==> config.mk <==
export PLATFORM = sky130hd
export DESIGN_NAME = arb_client_if
export DESIGN_NICKNAME = d
export VERILOG_FILES = /design/src/rtl/arb_pkg.sv /design/src/rtl/arb_sync2.sv /design/src/rtl/arb_client_if.sv
export SDC_FILE = /design/constraint.sdc
export NUM_CORES = 1
export LEC_CHECK = 0
export BUFFER_PORTS_ARGS = -buffer_cell sky130_fd_sc_hd__buf_2
export CORE_MARGIN = 2
export CORE_UTILIZATION = 28
export CTS_CLUSTER_DIAMETER = 150
export CTS_CLUSTER_SIZE = 24
export DETAILED_ROUTE_END_ITERATION = 10
export PLACE_DENSITY_LB_ADDON = 0.08
export SETUP_SLACK_MARGIN = 0.05
export SLEW_MARGIN = 20
export SYNTH_ARGS = -nofsm -noshare
export SYNTH_HDL_FRONTEND = slang
export SYNTH_SLANG_ARGS = --single-unit
==> constraint.sdc <==
create_clock -name clk -period 3.1 [get_ports clk]
set_input_delay 0 -clock clk [delete_from_list [all_inputs] [get_ports clk]]
set_output_delay 0 -clock clk [all_outputs]
set_load 0.03 [all_outputs]
==> src/rtl/arb_pkg.sv <==
// Shared definitions for the arbiter client handshake controller.
package arb_pkg;

  typedef enum logic [1:0] {
    IDLE    = 2'd0,
    REQ     = 2'd1,
    XFER    = 2'd2,
    RELEASE = 2'd3
  } arb_client_state_t;

  localparam int ARB_TIMEOUT_DEFAULT = 255;

endpackage

==> src/rtl/arb_sync2.sv <==
// Two-flop synchroniser for a single asynchronous level; both flops clear on rst.
module arb_sync2 (
  input  logic clk,
  input  logic rst,
  input  logic d,
  output logic q
);

  logic r_meta;
  logic r_sync;

  always_ff @(posedge clk or posedge rst) begin
    if (rst) begin
      r_meta <= 1'b0;
      r_sync <= 1'b0;
    end else begin
      r_meta <= d;
      r_sync <= r_meta;
    end
  end

  assign q = r_sync;

endmodule

==> src/rtl/arb_client_if.sv <==
// Requester-side four-phase req/gnt controller owning the shared resource for one burst.
// Define ARB_CLIENT_GNT_SYNC_EN to pass gnt through a two-flop synchroniser.
module arb_client_if
  import arb_pkg::*;
#(
  parameter int BURST_W        = 8,
  parameter int TIMEOUT_CYCLES = ARB_TIMEOUT_DEFAULT
) (
  input  logic               clk,
  input  logic               rst,
  input  logic               start,
  input  logic [BURST_W-1:0] burst_len,
  input  logic               gnt,
  output logic               req,
  output logic               busy,
  output logic               xfer_valid,
  output logic [BURST_W-1:0] beat_idx,
  output logic               done,
  output logic               timeout_err,
  output logic               abort_err
);

  localparam logic [15:0] WAIT_LAST = 16'(TIMEOUT_CYCLES - 1);

  arb_client_state_t r_state;
  arb_client_state_t w_next;

  logic               w_gnt_s;
  logic               r_req;
  logic [BURST_W-1:0] r_len;
  logic [BURST_W-1:0] r_beat;
  logic [15:0]        r_wait;
  logic               r_ok;
  logic               w_last_beat;
  logic               w_wait_last;
  logic               w_xfer;
  logic               w_done;
  logic               w_timeout;
  logic               w_abort;

`ifdef ARB_CLIENT_GNT_SYNC_EN
  arb_sync2 u_gnt_sync (
    .clk (clk),
    .rst (rst),
    .d   (gnt),
    .q   (w_gnt_s)
  );
`else
  assign w_gnt_s = gnt;
`endif

  assign w_last_beat = (r_beat == (r_len - BURST_W'(1)));
  assign w_wait_last = (r_wait == WAIT_LAST);

  always_ff @(posedge clk or posedge rst) begin
    if (rst) r_state <= IDLE;
    else     r_state <= w_next;
  end

  // A grant arriving in the same cycle as the timeout takes priority.
  always_comb begin
    w_next    = r_state;
    w_xfer    = 1'b0;
    w_done    = 1'b0;
    w_timeout = 1'b0;
    w_abort   = 1'b0;
    case (r_state)
      IDLE: begin
        if (start && (burst_len != '0) && !w_gnt_s) w_next = REQ;
      end
      REQ: begin
        if (w_gnt_s) begin
          w_next = XFER;
        end else if (w_wait_last) begin
          w_next    = RELEASE;
          w_timeout = 1'b1;
        end
      end
      XFER: begin
        if (!w_gnt_s) begin
          w_next  = RELEASE;
          w_abort = 1'b1;
        end else begin
          w_xfer = 1'b1;
          if (w_last_beat) w_next = RELEASE;
        end
      end
      RELEASE: begin
        if (!w_gnt_s) begin
          w_next = IDLE;
          w_done = r_ok;
        end
      end
      default: w_next = IDLE;
    endcase
  end

  // r_ok remembers whether the burst being released finished all its beats.
  always_ff @(posedge clk or posedge rst) begin
    if (rst) begin
      r_req  <= 1'b0;
      r_len  <= '0;
      r_beat <= '0;
      r_wait <= '0;
      r_ok   <= 1'b0;
    end else begin
      r_req <= (w_next == REQ) || (w_next == XFER);
      case (r_state)
        IDLE: begin
          if (w_next == REQ) begin
            r_len  <= burst_len;
            r_wait <= '0;
            r_ok   <= 1'b0;
          end
        end
        REQ: begin
          r_wait <= r_wait + 16'd1;
          r_beat <= '0;
        end
        XFER: begin
          if (w_next == XFER) r_beat <= r_beat + BURST_W'(1);
          else                r_beat <= '0;
          r_ok <= w_xfer && w_last_beat;
        end
        default: ;
      endcase
    end
  end

  assign req         = r_req;
  assign busy        = (r_state != IDLE);
  assign xfer_valid  = w_xfer;
  assign beat_idx    = r_beat;
  assign done        = w_done;
  assign timeout_err = w_timeout;
  assign abort_err   = w_abort;

endmodule

==> impl_metrics.yaml <==
outcome:
  outcome: "finished, final reports clean"
route:
  drtIter0Drc: 37
  firstDrtPassIters: 4
  vias: 1847
  routedWlPerCell_microns: 14.2
  drc_errors: 0
  avgViaCountPerCell: 4.86
  final_antenna_net_count: 0
  routed_wl_mm: 5.41
placed_design:
  routabilityCongestion: 0.765
  dp_hpwl_mm: 3.93
  placed_area_sq_um: 2490
  dp_cells: 363
  port_buffers: 25
final_layout:
  final_common_cell: "dfrtp_1"
  layout_common_cells: "36 x dfrtp_1, 25 x buf_2, 17 x nand2_1"
  antenna_cells: 0
  stdcell_count: 380
  finalNetCount: 300
  area_growth_pct: 23.1
  post-route-util: 0.355
  fin_area_sq_um: 2730
  drive_above_1_share: 0.227
setup_path:
  cp.required_ns: 3.28
  critPathMaxStageDelay_ns: 0.46
  cp-start-kind: "flop"
  worstPathMaxFanout: 4
  crit_slowest_cell: "dfrtp_1"
  timing.critical_path.buf_inv: 0
  crit_chain: "nor4_4, a211oi_1, a311o_1, o211ai_2, a31oi_2, ha_1, mux2_2, and2_1, nand3_1, xor2_1, nor2_1"
  crit_family: "compound AO/OA/AOI/OAI gates"
  worstSetupPathType: "reg2reg"
  end_kind: "flop"
  cp.arrival_ns: 3.01
logic_synthesis:
  syn_inst: 233
  synth_area_leader_cell: "dfrtp_1"
  ys_ff_latch: 36
  syn_nets: 256
  synthArstFlopShare: 1.00
  synth_area_sq_um: 2210
  seq_area_frac_synth: 0.407
  synth_area_per_cell_sq_um: 9.50
  synth_flop_cell: "dfrtp_1"
  yosys_warnings: 0
  synth.distinct_cells: 49
  synthTopCellsByArea: "dfrtp_1 41%, ha_1 6.2%, xnor2_1 4.7%, mux2_2 4.6%, o21ai_0 3.6%"
  synth-edff-count: 0
  synth_top_area_share: 0.407
cts:
  cts-root-buf: "clkbuf_8"
  cts_sinks: 36
  clockBufferDepth: 2
  clk_pin_slew_ns: 0.08
  post_cts_buffers: 0
  htreeDepth: 2
  cts_tree: "yes"
  cts_made_buffers: 5
  clk_latency_ns: 0.30
sta:
  setup_viol: 0
  period_minus_slack_ns: 2.83
  rsz0062_at_grt: "yes"
  worst-slew-pin-transition_ns: 0.649
  slew_violations: 0
  tns_ns: 0
  fmax_mhz: 353
  finalHoldViolCount: 0
  clock-skew-final_ns: 0.00886
  max-slew-margin-rel: 0.567
  finalCritPeriodShare: 0.913
global_routing:
  grt_pass1_vias: 1773
  grt_pass1_wl_mm: 8.78
  grt_antenna_before_repair: 0
  grt_max_degree: 22
  grt.total_usage: 0.130
  grt_overflow_total: 0
floorplan:
  die_w_microns: 92.9
  core_sq_um: 7690
  core.rowCount: 32
  initial_core_util: 0.288
  die_h_microns: 92.9
  die_area_sq_um: 8640
  ioPinCount: 26
run:
  drv_cap: 0
power_and_ir_drop:
  ir_drop_uv: 366
  power_density_nw_per_um2: 777
  leakage_uw: 0.00123
hold_path:
  hp-class: "in2reg"
==> report_power, final <==
group | internal [uW] | switching [uW]
clock network | 238 | 190
logic | 443 | 554
registers | 566 | 128
==> cells in the mapped netlist (2+ instances only) <==
cell      instances
a31oi_1           2
dfrtp_1          36
nand4_1           4
clkbuf_2          2
and3_1            4
nand3_1           9
xnor2_1          12
ha_1             11
mux2_2            9
xor2_1            7
and2_1            2
mux2i_1           2
a21oi_1          15
nand3b_1          2
inv_1            16
clkbuf_1          2
or3_1             6
nor4_1            6
nand2_1          17
nor2_1           16
o21ai_0          16
nor3_1            6
nand2b_1          3
o22ai_1           2
a22o_1            2
==> final timing paths <==
kind                           from    endpoint  slack (ns)  cells past startpoint
max in group asynchronous       rst    r_len[2]        2.02                      4
min in group asynchronous       rst   r_wait[1]        0.32                      3
max                        r_len[3]   r_wait[5]        0.27                     11
min reg2reg                r_len[7]    r_len[7]        0.53                      1
max reg2reg                r_len[3]   r_wait[5]        0.27                     11
min                             gnt  r_state[0]        0.05                      2
==> state kept, by name, indices dropped and copies added, names as in the netlist <==
register / cells
r_state: 2
r_ok: 1
r_len: 8
beat_idx: 8
req: 1
r_wait: 16
==> layer usage <==
layer,global-route usage,vias to the layer above,share of wire
met5,0,-,0
met2,0.196,28,0.45
met3,0.0252,6,0.034
met1,0.188,895,0.51
li1,-,918,-
met4,0.0404,0,0.012
==> layout make-up <==
class                   instances  area [sq um]
repair buffers                 43           283
clock inverters                 3          42.5
clock buffers                   5          68.8
well taps                     102           128
flip-flops and latches         36           901
multi-input cells             175          1240
inverters                      16          60.1
fillers                       819          4960
==> kinds of logic (layout without fill, tap and decap cells) <==
kind of cell / Yosys count / after routing / synth area share
compound gates: 49 / 49 / 0.137
xor+xnor: 19 / 19 / 0.0751
fa+ha+maj: 11 / 11 / 0.0621
buf+inv: 22 / 67 / 0.0463
flops: 36 / 36 / 0.407
mux: 11 / 11 / 0.0548
simple gates: 85 / 85 / 0.218
==> timing repair <==
action                     4_1_cts  5_1_grt
hold buffers                     9        0
hold endpoints to repair        23        0
gates resized for setup          0        6
setup endpoints to repair        0       12
==> through the flow <==
stage	setup WS (ns)	hold slack [ns]	power, uW
floorplan	0.154	0.110	1420
global placement	0.176	0.132	1690
detailed placement	0.122	0.138	1670
CTS	0.108	0.0344	2120
global route	0.0508	0.0557	2300
finish	0.270	0.0489	2120
No activity file was read; power rests on OpenSTA's default activity.
